`src/rtl/spart_pkg.sv`:
```
// Shared definitions for the mini-SPART receiver: receiver FSM states and default sizing.
package spart_pkg;

   localparam int unsigned SPART_OVS       = 16;
   localparam int unsigned SPART_DATA_BITS = 8;

   typedef enum logic [1:0] {
      RX_IDLE,
      RX_START,
      RX_DATA,
      RX_STOP
   } rx_state_e;

endpackage

```
`src/rtl/spart_rx_if.sv`:
```
// Bus-side view of the receiver: received byte, status flags and the read acknowledge.
interface spart_rx_if;
   import spart_pkg::*;

   logic [SPART_DATA_BITS-1:0] data;
   logic                       rda;
   logic                       fe;
   logic                       oe;
   logic                       clr_rda;

   modport master (output data, output rda, output fe, output oe, input clr_rda);
   modport slave  (input data, input rda, input fe, input oe, output clr_rda);

endinterface

```
`src/rtl/spart_rx_sampler.sv`:
```
// RxD synchronizer, tick-resolution history and bit decision.
// SPART_RX_MAJORITY_EN: decide each bit as the 2-of-3 vote over three consecutive en ticks.
module spart_rx_sampler
   import spart_pkg::*;
(
   input  logic clk,
   input  logic rst,
   input  logic en,
   input  logic rxd,
   output logic rxd_s,
   output logic last_bit,
   output logic bit_val
);

   logic sync1_q, sync2_q, last_q;

   always_ff @(posedge clk or negedge rst) begin
      if (!rst) begin
         sync1_q <= 1'b1;
         sync2_q <= 1'b1;
      end else begin
         sync1_q <= rxd;
         sync2_q <= sync1_q;
      end
   end

   always_ff @(posedge clk or negedge rst) begin
      if (!rst) begin
         last_q <= 1'b1;
      end else if (en) begin
         last_q <= sync2_q;
      end
   end

`ifdef SPART_RX_MAJORITY_EN
   logic hist_q;

   always_ff @(posedge clk or negedge rst) begin
      if (!rst) begin
         hist_q <= 1'b1;
      end else if (en) begin
         hist_q <= last_q;
      end
   end

   // Evaluated on the tick after nominal: hist_q is tick -1, last_q tick 0, sync2_q tick +1.
   assign bit_val = (hist_q & last_q) | (hist_q & sync2_q) | (last_q & sync2_q);
`else
   assign bit_val = sync2_q;
`endif

   assign rxd_s    = sync2_q;
   assign last_bit = last_q;

endmodule

```
`src/rtl/spart_rx.sv`:
```
// mini-SPART serial receiver: start detection, bit-centre sampling, byte delivery and flags.
// SPART_RX_MAJORITY_EN (in spart_rx_sampler) delays every sample point by one en tick.
module spart_rx
   import spart_pkg::*;
#(
   parameter int unsigned OVS = SPART_OVS
) (
   input  logic       clk,
   input  logic       rst,
   input  logic       en,
   input  logic       rxd,
   spart_rx_if.master bus
);

   localparam int unsigned CW = $clog2(OVS);
`ifdef SPART_RX_MAJORITY_EN
   localparam logic [CW-1:0] START_LOAD = CW'(OVS / 2);
`else
   localparam logic [CW-1:0] START_LOAD = CW'(OVS / 2 - 1);
`endif
   localparam logic [CW-1:0] BIT_LOAD  = CW'(OVS - 1);
   localparam logic [2:0]    LAST_BIT  = 3'(SPART_DATA_BITS - 1);

   rx_state_e state_q, state_d;

   logic [CW-1:0]              cnt_q, cnt_d;
   logic [2:0]                 bit_cnt_q, bit_cnt_d;
   logic [SPART_DATA_BITS-1:0] shift_q, shift_d;
   logic [SPART_DATA_BITS-1:0] data_q, data_d;
   logic                       rda_q, rda_d;
   logic                       fe_q, fe_d;
   logic                       oe_q, oe_d;
   logic                       complete;

   logic rxd_s, last_bit, bit_val;
   logic start_edge, tick_zero;

   spart_rx_sampler u_sampler (
      .clk      (clk),
      .rst      (rst),
      .en       (en),
      .rxd      (rxd),
      .rxd_s    (rxd_s),
      .last_bit (last_bit),
      .bit_val  (bit_val)
   );

   assign start_edge = en && !rxd_s && last_bit;
   assign tick_zero  = en && (cnt_q == '0);

   always_ff @(posedge clk or negedge rst) begin
      if (!rst) begin
         state_q <= RX_IDLE;
      end else begin
         state_q <= state_d;
      end
   end

   always_comb begin
      state_d = state_q;
      unique case (state_q)
         RX_IDLE:  if (start_edge) state_d = RX_START;
         RX_START: if (tick_zero) state_d = bit_val ? RX_IDLE : RX_DATA;
         RX_DATA:  if (tick_zero && (bit_cnt_q == LAST_BIT)) state_d = RX_STOP;
         RX_STOP:  if (tick_zero) state_d = RX_IDLE;
         default:  state_d = RX_IDLE;
      endcase
   end

   always_comb begin
      cnt_d     = cnt_q;
      bit_cnt_d = bit_cnt_q;
      shift_d   = shift_q;
      complete  = 1'b0;
      if (en) begin
         unique case (state_q)
            RX_IDLE: begin
               if (start_edge) cnt_d = START_LOAD;
            end
            RX_START: begin
               if (!tick_zero) begin
                  cnt_d = cnt_q - CW'(1);
               end else if (!bit_val) begin
                  cnt_d     = BIT_LOAD;
                  bit_cnt_d = 3'd0;
               end
            end
            RX_DATA: begin
               if (!tick_zero) begin
                  cnt_d = cnt_q - CW'(1);
               end else begin
                  shift_d   = {bit_val, shift_q[SPART_DATA_BITS-1:1]};
                  cnt_d     = BIT_LOAD;
                  bit_cnt_d = bit_cnt_q + 3'd1;
               end
            end
            RX_STOP: begin
               if (!tick_zero) cnt_d = cnt_q - CW'(1);
               else complete = 1'b1;
            end
            default: cnt_d = cnt_q;
         endcase
      end
   end

   // Frame completion takes priority over a simultaneous bus acknowledge.
   always_comb begin
      data_d = data_q;
      rda_d  = rda_q;
      fe_d   = fe_q;
      oe_d   = oe_q;
      if (complete) begin
         data_d = shift_q;
         fe_d   = ~bit_val;
         rda_d  = 1'b1;
         if (rda_q && !bus.clr_rda) oe_d = 1'b1;
      end else if (bus.clr_rda) begin
         rda_d = 1'b0;
         oe_d  = 1'b0;
      end
   end

   always_ff @(posedge clk or negedge rst) begin
      if (!rst) begin
         cnt_q     <= '0;
         bit_cnt_q <= '0;
         shift_q   <= '0;
         data_q    <= '0;
         rda_q     <= 1'b0;
         fe_q      <= 1'b0;
         oe_q      <= 1'b0;
      end else begin
         cnt_q     <= cnt_d;
         bit_cnt_q <= bit_cnt_d;
         shift_q   <= shift_d;
         data_q    <= data_d;
         rda_q     <= rda_d;
         fe_q      <= fe_d;
         oe_q      <= oe_d;
      end
   end

   assign bus.data = data_q;
   assign bus.rda  = rda_q;
   assign bus.fe   = fe_q;
   assign bus.oe   = oe_q;

endmodule
```
`src/flat_wrapper.sv`:
```
// flat-port wrapper written by rule: the top's interface ports become plain ports
module spart_rx_flat import spart_pkg::*;
#(
   parameter int unsigned OVS = SPART_OVS
)
  (clk, rst, en, rxd, bus_data, bus_rda, bus_fe, bus_oe, bus_clr_rda);
  spart_rx_if bus_i ();
  input  logic clk;
  input  logic rst;
  input  logic en;
  input  logic rxd;
  output wire logic [$bits(bus_i.data)-1:0] bus_data;
  output wire logic [$bits(bus_i.rda)-1:0] bus_rda;
  output wire logic [$bits(bus_i.fe)-1:0] bus_fe;
  output wire logic [$bits(bus_i.oe)-1:0] bus_oe;
  input wire logic [$bits(bus_i.clr_rda)-1:0] bus_clr_rda;
  assign bus_data = bus_i.data;
  assign bus_rda = bus_i.rda;
  assign bus_fe = bus_i.fe;
  assign bus_oe = bus_i.oe;
  assign bus_i.clr_rda = bus_clr_rda;
  spart_rx #(.OVS(OVS)) u_core (.clk(clk), .rst(rst), .en(en), .rxd(rxd), .bus(bus_i));
endmodule
```
`config.mk`:
```
export PLATFORM = sky130hd
export DESIGN_NAME = spart_rx_flat
export DESIGN_NICKNAME = d
export VERILOG_FILES = /design/src/rtl/spart_pkg.sv /design/src/rtl/spart_rx_if.sv /design/src/rtl/spart_rx_sampler.sv /design/src/rtl/spart_rx.sv /design/src/flat_wrapper.sv
export SDC_FILE = /design/constraint.sdc
export NUM_CORES = 1
export LEC_CHECK = 0
export BUFFER_PORTS_ARGS = -buffer_cell sky130_fd_sc_hd__clkbuf_2
export CELL_PAD_IN_SITES_DETAIL_PLACEMENT = 1
export CELL_PAD_IN_SITES_GLOBAL_PLACEMENT = 1
export CORE_ASPECT_RATIO = 2
export CORE_MARGIN = 2
export CORE_UTILIZATION = 42
export CTS_CLUSTER_SIZE = 30
export DETAILED_ROUTE_END_ITERATION = 10
export GPL_TIMING_DRIVEN = 0
export PLACE_DENSITY = 0.72
export SETUP_SLACK_MARGIN = 0.1
export SYNTH_ARGS = -nofsm -noshare
export SYNTH_HDL_FRONTEND = slang
export SYNTH_SLANG_ARGS = --single-unit
```
`constraint.sdc`:
```
create_clock -name clk -period 1.7 [get_ports clk]
set_clock_uncertainty 0.1 [all_clocks]
set_input_delay 0.255 -clock clk [delete_from_list [all_inputs] [get_ports clk]]
set_output_delay 0.255 -clock clk [all_outputs]
set_load 0.05 [all_outputs]
```
==> results of run 1 <==
Yosys cell counts, types with 2 or more instances:
master | number | area share (%)
o21ai_0 | 6 | 2.0
mux2_2 | 12 | 9.2
dfstp_2 | 3 | 5.4
buf_6 | 2 | 1.5
nor2_1 | 5 | 1.3
a21oi_1 | 4 | 1.4
nand2_1 | 5 | 1.3
dfrtp_1 | 28 | 48
inv_1 | 7 | 1.8
mux2_4 | 7 | 7.1
ha_1 | 9 | 7.7
nor3_1 | 2 | 0.68
a22o_1 | 2 | 1.2
worst reg2reg max path, delay by kind of cell, from the launching register on:
kind                       cells  cell delay [ns]
adders and majority gates      1             0.20
DFF                            1             0.47
AOI/OAI and AO/OA              2             0.61
muxes                          1             0.32
logic make-up (layout without fill, tap and decap cells):
group / Yosys count / in the layout
buffers and inverters: 9 / 51
XOR/XNOR: 1 / 1
AO/OA/AOI/OAI: 23 / 23
AND/OR/NAND/NOR: 19 / 19
flip-flops: 31 / 31
adder cells (fa/ha/maj): 9 / 9
multiplexers: 19 / 19
routing by layer:
| metal | wire length (µm) | GRT usage, % |
|---|---|---|
| met2 | 1892 | 34.06 |
| met3 | 87 | 3.711 |
| met1 | 1200 | 19.35 |
| met4 | 128 | 8.571 |
| met5 | 0 | 0 |
state kept, by name, summed over array words and instances, names as in the netlist, named ones only:
| name | count |
|---|---|
| u_core.bus.data | 8 |
| u_core.shift_q | 8 |
| u_core.cnt_q | 4 |
| u_core.bit_cnt_q | 3 |
| u_core.bus.fe | 1 |
| u_core.bus.oe | 1 |
| u_core.bus.rda | 1 |
| u_core.state_q | 1 |
| u_core.u_sampler.bit_val | 1 |
| u_core.u_sampler.last_bit | 1 |
| u_core.u_sampler.sync1_q | 1 |
through the flow:
stage	worst slack [ns]	instance area (µm²)	total power [mW]	cells
2_1_floorplan	0.01841	1491	1.516	111
3_3_place_gp	-0.07932	1607	1.660	158
3_5_place_dp	-0.1638	1607	1.713	158
4_1_cts	-0.07379	1877	2.693	178
5_1_grt	-0.1614	1986	3.015	185
6_report	-0.1100	1986	2.837	185
timing repair:
action                                  4_1_cts  5_1_grt
pin swaps                                     6        8
endpoints found under the setup margin       26       28
hold endpoints to repair                     29        0
cloned                                        1        1
hold buffers                                  2        0
gates resized for setup                      17       12
buffers inserted                              9        7
area by class of cell:
class | instances | area [µm²] | share of cell area [%]
buffer | 2 | 31.28 | 1.575
tap | 32 | 40.04 | 2.016
sequential | 31 | 782.0 | 39.38
inverter | 7 | 28.78 | 1.449
clock inverter | 2 | 35.03 | 1.764
multi-input combinational | 71 | 738.2 | 37.18
clock buffer | 6 | 82.58 | 4.159
timing repair buffer | 34 | 247.7 | 12.48
power breakdown:
group	switching (mW)	internal, mW	total, mW
logic	0.581	0.519	1.10
registers	0.133	0.847	0.980
clock network	0.284	0.474	0.758
final timing paths:
check	start	endpoint	slack, ns	cells past startpoint
max	u_core.state_q[0]	u_core.cnt_q[1]	-0.11	4
min	bus_clr_rda	u_core.bus.oe	0.05	2
max reg2reg	u_core.state_q[0]	u_core.cnt_q[1]	-0.11	4
min reg2reg	u_core.u_sampler.sync1_q	u_core.u_sampler.bit_val	0.26	0
max in group asynchronous	rst	u_core.state_q[0]	0.48	2
min in group asynchronous	rst	u_core.bus.rda	0.49	2
==> impl_results.md, run 1 <==
* Post-synthesis cell type count at 32
* Nets at about 170
* Critical Path Slowest Stage Cell: dfrtp_2
* Synth Warn # at 0
* Syn Inst Count at between 100 and 150
* GRT overflow at 0
* Vias in the first global route at between 1,000 and 1,500
* Mapped Area at roughly 0.0015 mm²
* Initial antenna violation count at 0
* Violated checks: setup timing
* Number of routed nets with antenna violations at 0
* Post-Route Utilization at 58.78%
* RSZ-0062 raised after global routing: true
* Kind of critical path: flop to flop
* Clk root buf: clkbuf_8
* Arr. time, crit path at about 1.9 ns
* Final worst slack at -0.1100 ns
* Synth Area in Adders at under 10%
* Slew margin rel. at 48.39%
* FFs w/ async S/R, synth at 100.0%
* Fin. Hold Viols at 0
* Critical Path Source Type: flop
* Slowest stage delay, CP at between 0.4 and 0.5 ns
* Drt drc at 0
* Ant diodes at 0
* Total leakage power at approximately 1.0 nW
* Synth Net Count at around 130
* Final min period at around 1.8 ns
* Vias per std cell at 5.454
* Clock transition at path regs at 0.07 ns
* Synth Area in XOR/XNOR at 0.5957%
* Count of input and output buffers at 15
* Pre-antenna DRT Iters at 2
* VDD IR-drop max at about 0.87 mV
* CTS Buf Count at 5
* Ys flop type: dfrtp_1
* Avg Inst Size Synth at 13.24 µm²
* Site Rows at 30
* Clock sink total at 31
* Flops & latches, synth at 31
* Full die area at around 0.004 mm²
* CP bufs+invs at 0
* Hold_ws at ~0.051 ns
* Max cap viols at 0
* DRT iter0 DRCs at 7
* Worst-Margin Slew at slightly below 0.8 ns
* CTS tree: done
* Worst EP required at between 1.5 and 2 ns
* Area Overhead vs Synth at 35.06%
* Deepest clock path buffer count at 2
* Largest family of logic cells by synthesized area: multiplexers
* Fill cells at 339
* Worst min-delay path category: input pin to flop
* PwrDens at about 1400 mW/mm²
* Mux contribution to synthesized area at 16.34%
* Via Count at 1,009
* Layout cells sized above 1 at between 50% and 60%
* Total routed wirelength at roughly 3.3 mm
* Fin Setup TNS at -0.5442 ns
* Worst Path Max Fanout at 7
* EDFF count, synth at 0
* CTS H-Tree Depth at 2
* Final setup violation count at 18
* Commonest cells after routing, fill and taps aside: dfrtp_1 (26), clkbuf_2 (15), buf_4 (14)
* Core Area at 0.003378 mm²
* Max Clk Rate at approximately 550 MHz
* Ports at 16
* Fin. max-slew vios at 0
* Wire per inst at about 18 µm
* Die width at 45.84 µm
* Maximum number of pins on one net before global-route repair at 32
* Initial Utilization at a little over two fifths
* First-pass GRT wire length at about 5.4 mm
* Sequential share of the synthesized area at 53.02%
* Total track usage at a little under a fifth
* Vert. Die Dim at 87.67 µm
* CP Cell Sequence: ha_4, a21o_1, a221o_2, mux2_4
* Final worst path period share at 106.5%
* DP HPWL at around 2.2 mm
* Global placement routability congestion at between 0.7 and 0.8
* Cell family contributing the most delay on the critical path: compound AO/OA/AOI/OAI gates
* Latest clock arrival within the worst-skew pair at about 0.28 ns
* Status: finished with violations
* Compound-gate portion of the synthesized area at 11.23%
* Most common cell after layout, fill and taps aside: dfrtp_1
* CP Capture Type: flop
* Synth Area in Simple Gates at a little under 8%
(Power assumes the default switching activity.)
==> run 2, diff against run 1 <==
--- a/config.mk
+++ b/config.mk
@@ -14,6 +14,7 @@
 export CTS_CLUSTER_SIZE = 30
 export DETAILED_ROUTE_END_ITERATION = 10
 export GPL_TIMING_DRIVEN = 0
+export MAX_ROUTING_LAYER = met4
 export PLACE_DENSITY = 0.72
 export SETUP_SLACK_MARGIN = 0.1
 export SYNTH_ARGS = -nofsm -noshare
==> impl_results.md, run 2 (same netlist as run 1, synthesis figures left out) <==
* Status: finished with violations
* Violated checks: setup timing
* CTS Buf Count at 5
* Placed Cells incl. Taps at 158
* Initial antenna violation count at 0
* Die width at 45.84 µm
* Slowest stage delay, CP at 0.47 ns
* Switching share of power at between 30% and 40%
* Clk root buf: clkbuf_8
* CP Cell Sequence: ha_4, a21o_1, a221o_2, mux2_4
* CTS tree: done
* Worst Path Max Fanout at 7
* Post-route insts no fill at around 190
* Ports at 16
* Full die area at around 0.0040 mm²
* Total leakage power at approximately 1 nW
* Total track usage at about a fifth
* Critical Path Source Type: flop
* Worst-Margin Slew at a little under 0.8 ns
* Total routed wirelength at ~3.3 mm
* Layout cells sized above 1 at 57.52%
* Cell family contributing the most delay on the critical path: compound AO/OA/AOI/OAI gates
* Design area at 0.001986 mm²
* Most common cell after layout, fill and taps aside: dfrtp_1
* Fill cells at about 340
* First-pass GRT wire length at about 5.4 mm
* Worst min-delay path category: input pin to flop
* GRT overflow at 0
* Fin. max-slew vios at 0
* DRT iter0 DRCs at 5
* Commonest cells after routing, fill and taps aside: dfrtp_1 (26), clkbuf_2 (15), buf_4 (14)
* M1 WL at 1.228 mm
* Drt drc at 0
* FF/Latch Area at 782.0 µm²
* Clock power frac at a little over a quarter
* Vert. Die Dim at between 80 and 90 µm
* Initial Utilization at between 40% and 50%
* PwrDens at ~1400 mW/mm²
* Latest clock arrival within the worst-skew pair at 0.28 ns
* Worst EP required at ~1.8 ns
* Clock sink total at 31
* Pre-antenna DRT Iters at 2
* Hold_ws at 0.04839 ns
* Arr. time, crit path at approximately 1.9 ns
* Count of input and output buffers at 15
* VDD IR-drop max at around 0.87 mV
* Number of routed nets with antenna violations at 0
* Top Layer Used: met4
* Global placement routability congestion at 0.7816
* Max cap viols at 0
* Sw Pwr at around 1 mW
* Cell Area, Placed at roughly 0.0016 mm²
* Final worst path period share at 106.4%
* Area Overhead vs Synth at 35.06%
* Kind of critical path: flop to flop
* CTS H-Tree Depth at 2
* Reg power frac at around a third
* Critical Path Slowest Stage Cell: dfrtp_2
* Vias per std cell at around 5.5
* Via Count at ~1,000
* Fin. Hold Viols at 0
* Ant diodes at 0
* Vias in the first global route at between 1,000 and 1,500
* Final min period at 1.810 ns
* Site Rows at 30
* CP bufs+invs at 0
* Wire per inst at around 18 µm
* Multi-input gate area at roughly 740 µm²
* Max Clk Rate at 552.6 MHz
* Deepest clock path buffer count at 2
* Core Area at 0.003378 mm²
* RSZ-0062 raised after global routing: true
* Comb pwr share at about two fifths
* Metal3 WL at 79 µm
* DP HPWL at about 2.2 mm
* CP Capture Type: flop
* Clock transition at path regs at 0.07 ns
* Nets at around 170
* Maximum number of pins on one net before global-route repair at 32
* Final setup violation count at 19
* DR WL met2 at about 1.9 mm
* Final worst slack at -0.1096 ns
* Pint at roughly 1.8 mW
* Slew margin rel. at roughly half
run 2: layout make-up:
type                            instances  share of cell area, %
Sequential cell                        31                  39.38
Multi-Input combinational cell         71                  37.18
Timing Repair Buffer                   34                  12.48
Clock buffer                            6                  4.159
Tap cell                               32                  2.016
Clock inverter                          2                  1.764
Buffer                                  2                  1.575
Inverter                                7                  1.449
run 2: final timing paths:
path                                            end  depth (start not counted)                startpoint  slack (ns)
setup / recovery                    u_core.cnt_q[1]                          4         u_core.state_q[0]       -0.11
hold / removal                        u_core.bus.oe                          2               bus_clr_rda        0.05
setup reg to reg                    u_core.cnt_q[1]                          4         u_core.state_q[0]       -0.11
hold reg to reg            u_core.u_sampler.bit_val                          0  u_core.u_sampler.sync1_q        0.26
max in group asynchronous         u_core.state_q[0]                          2                       rst        0.49
min in group asynchronous             u_core.bus.oe                          2                       rst        0.48
run 2: timing repair:
action                                  CTS  global route
endpoints found under the hold margin    29             0
gates resized for setup                  17            12
endpoints found under the setup margin   26            28
cloned                                    1             1
buffers inserted                          9             7
pin swaps                                 6             8
hold buffers                              2             0
run 2: routing by layer:
metal	vias to the layer above	track usage, %
met5	-	-
met4	0	8.571
met3	11	3.711
met2	21	34.19
met1	501	19.22
li1	476	-
run 2: worst register-to-register path, cell delays in order (launching register included):
cell	delay [ns]
dfrtp_2	0.47
ha_4	0.20
a21o_1	0.16
a221o_2	0.45
mux2_4	0.32
run 2: power by group through the flow:
stage / Clock [mW] / Sequential [mW] / Combinational, mW
2_1_floorplan: 0 / 0.986 / 0.529
3_3_place_gp: 0 / 0.956 / 0.703
3_5_place_dp: 0 / 0.966 / 0.747
4_1_cts: 0.777 / 0.968 / 0.948
5_1_grt: 0.820 / 0.995 / 1.20
6_report: 0.761 / 0.980 / 1.10
run 2: per-stage QoR:
| stage | TNS, ns | utilization, % | power [mW] | worst slack, ns |
|---|---|---|---|---|
| 2_1_floorplan | 0 | - | 1.516 | 0.01841 |
| 3_3_place_gp | -0.5166 | 47.56 | 1.660 | -0.07932 |
| 3_5_place_dp | -1.089 | 47.56 | 1.713 | -0.1638 |
| 4_1_cts | -0.7811 | 55.56 | 2.693 | -0.07379 |
| 5_1_grt | -3.300 | 58.78 | 3.015 | -0.1614 |
| 6_report | -0.5596 | 58.78 | 2.842 | -0.1096 |
==> run 3, diff against run 2 <==
--- a/config.mk
+++ b/config.mk
@@ -13,7 +13,6 @@
 export CORE_UTILIZATION = 42
 export CTS_CLUSTER_SIZE = 30
 export DETAILED_ROUTE_END_ITERATION = 10
-export GPL_TIMING_DRIVEN = 0
 export MAX_ROUTING_LAYER = met4
 export PLACE_DENSITY = 0.72
 export SETUP_SLACK_MARGIN = 0.1
==> impl_results.md, run 3 (same netlist as run 1, synthesis figures left out) <==
* CTS tree: done
* Vias in the first global route at 1,196
* Commonest cells after routing, fill and taps aside: dfrtp_1 (26), buf_4 (25), clkbuf_2 (15)
* Worst Path Max Fanout at 6
* RR Endpoint: u_core.cnt_q[1]
* Full die area at between 0.004 and 0.005 mm²
* Max Clk Rate at 556.5 MHz
* Maximum number of pins on one net before global-route repair at 32
* Total leakage power at about 1.0 nW
* R2R cell count at 5
* Fin. Hold Viols at 0
* Ports at 16
* Layout cells sized above 1 at 59.63%
* HP Start: bus_clr_rda
* Die width at ~46 µm
* Max cap viols at 0
* Slew margin rel. at between 70 and 80%
* Core Area at around 0.0034 mm²
* Latest clock arrival within the worst-skew pair at between 0.2 and 0.3 ns
* Final setup violation count at 26
* Wire per inst at 17.52 µm
* Worst Hold End: u_core.bus.rda
* Final worst path period share at 105.7%
* DP Worst Slack at -0.1055 ns
* Number of routed nets with antenna violations at 0
* Deepest clock path buffer count at 2
* Reg power frac at 31.7%
* CTS Buf Count at 5
* GRT overflow at 0
* Fin. max-slew vios at 0
* Site Rows at 30
* Switching share of power at around 34%
* Hold_ws at 0.09417 ns
* Worst EP required at between 1.5 and 2 ns
* Violated checks: setup timing
* Worst min-delay path category: input pin to flop
* Comb pwr share at 43.5%
* Clock sink total at 31
* Clock power frac at 24.7%
* Vias per std cell at around 5.5
* Overall Power at ~3.0 mW
* Sw Pwr at between 1 and 1.5 mW
* Total track usage at roughly a fifth
* Worst-Margin Slew at 0.3931 ns
* Via Count at approximately 1,100
* Status: finished with violations
* Initial antenna violation count at 0
* PwrDens at 1488 mW/mm²
* Fill cells at 357
* DP HPWL at between 2 and 2.5 mm
* Pint at 1.981 mW
* Total routed wirelength at between 3 and 4 mm
* Count of input and output buffers at 15
* Most common cell after layout, fill and taps aside: dfrtp_1
* Drt drc at 0
* Pre-antenna DRT Iters at 4
* Kind of critical path: flop to flop
* Clk root buf: clkbuf_8
* Worst Hold Depth at 2
* Critical Path Source Type: flop
* Initial Utilization at 43.52%
* Final worst slack at -0.09683 ns
* Arr. time, crit path at ~1.9 ns
* Global placement routability congestion at between 0.8 and 0.9
* Reg2Reg Setup Slack at -0.1 ns
* Ant diodes at 0
* Vert. Die Dim at just under 90 µm
* RSZ-0062 raised after global routing: true
* CTS H-Tree Depth at 2
* VDD IR-drop max at 0.9706 mV
* Fin Setup TNS at -1.516 ns
* Nets at approximately 170
* Origin of the critical flop-to-flop path: u_core.cnt_q[1]
* Clock transition at path regs at about 0.060 ns
* Area Overhead vs Synth at 36.94%
* First-pass GRT wire length at between 5 and 6 mm
* Post-Route Utilization at 59.59%
* CP Capture Type: flop
* Final min period at about 1.8 ns
* DRT iter0 DRCs at 9
## run 3: area by class of cell
class                           count  area, µm²  share of cell area [%]
Inverter                            7      28.78                   1.429
Clock inverter                      2      35.03                   1.740
Tap cell                           32      40.04                   1.989
Timing Repair Buffer               44      305.3                   15.16
Multi-Input combinational cell     71      739.5                   36.73
Clock buffer                        6      82.58                   4.102
Sequential cell                    31      782.0                   38.84
## run 3: timing repair
item | CTS | global route
resized for setup | 17 | 9
pin swaps | 8 | 4
setup buffers | 7 | 2
endpoints found under the setup margin | 27 | 28
hold endpoints to repair | 29 | 0
hold buffers | 2 | 0
## run 3: per-layer routing
layer	track usage (%)	wire length (µm)	up-vias
li1	-	-	495
met5	-	0	-
met3	3.299	91	8
met4	9.610	82	0
met2	36.11	2024	22
met1	18.37	1183	544
## run 3: critical path, stage by stage (launching register included)
cell and delay [ns]:
dfrtp_1 0.40, inv_2 0.10, ha_4 0.13, nor4bb_4 0.30, a221o_2 0.34, mux2_4 0.32
## run 3: power by group through the flow
| stage | Sequential, mW | Combinational, mW | Clock [mW] |
|---|---|---|---|
| after floorplan | 0.986 | 0.529 | 0 |
| after detailed placement | 0.948 | 1.01 | 0 |
| after global placement | 0.939 | 0.944 | 0 |
| final | 0.951 | 1.30 | 0.740 |
| after global routing | 0.960 | 1.42 | 0.791 |
| after CTS | 0.939 | 1.23 | 0.763 |
## run 3: worst max path at each step
stage	start	end	slack [ns]	cells after the start
6_report	u_core.cnt_q[1]	u_core.cnt_q[1]	-0.1	5
5_1_grt	u_core.cnt_q[1]	u_core.cnt_q[1]	-0.17	5
2_1_floorplan	flop	u_core.cnt_q[1]	0.02	5
3_5_place_dp	u_core.cnt_q[1]	u_core.bus.data[7]	-0.11	6
3_3_place_gp	flop	u_core.cnt_q[2]	-0.04	6
4_1_cts	flop	u_core.cnt_q[1]	-0.08	5
## run 3: stage by stage
step           instances  cell area, µm²
3_3_place_gp         174            1715
2_1_floorplan        111            1491
5_1_grt              193            2013
3_5_place_dp         174            1715
6_report             193            2013
4_1_cts              191            1978
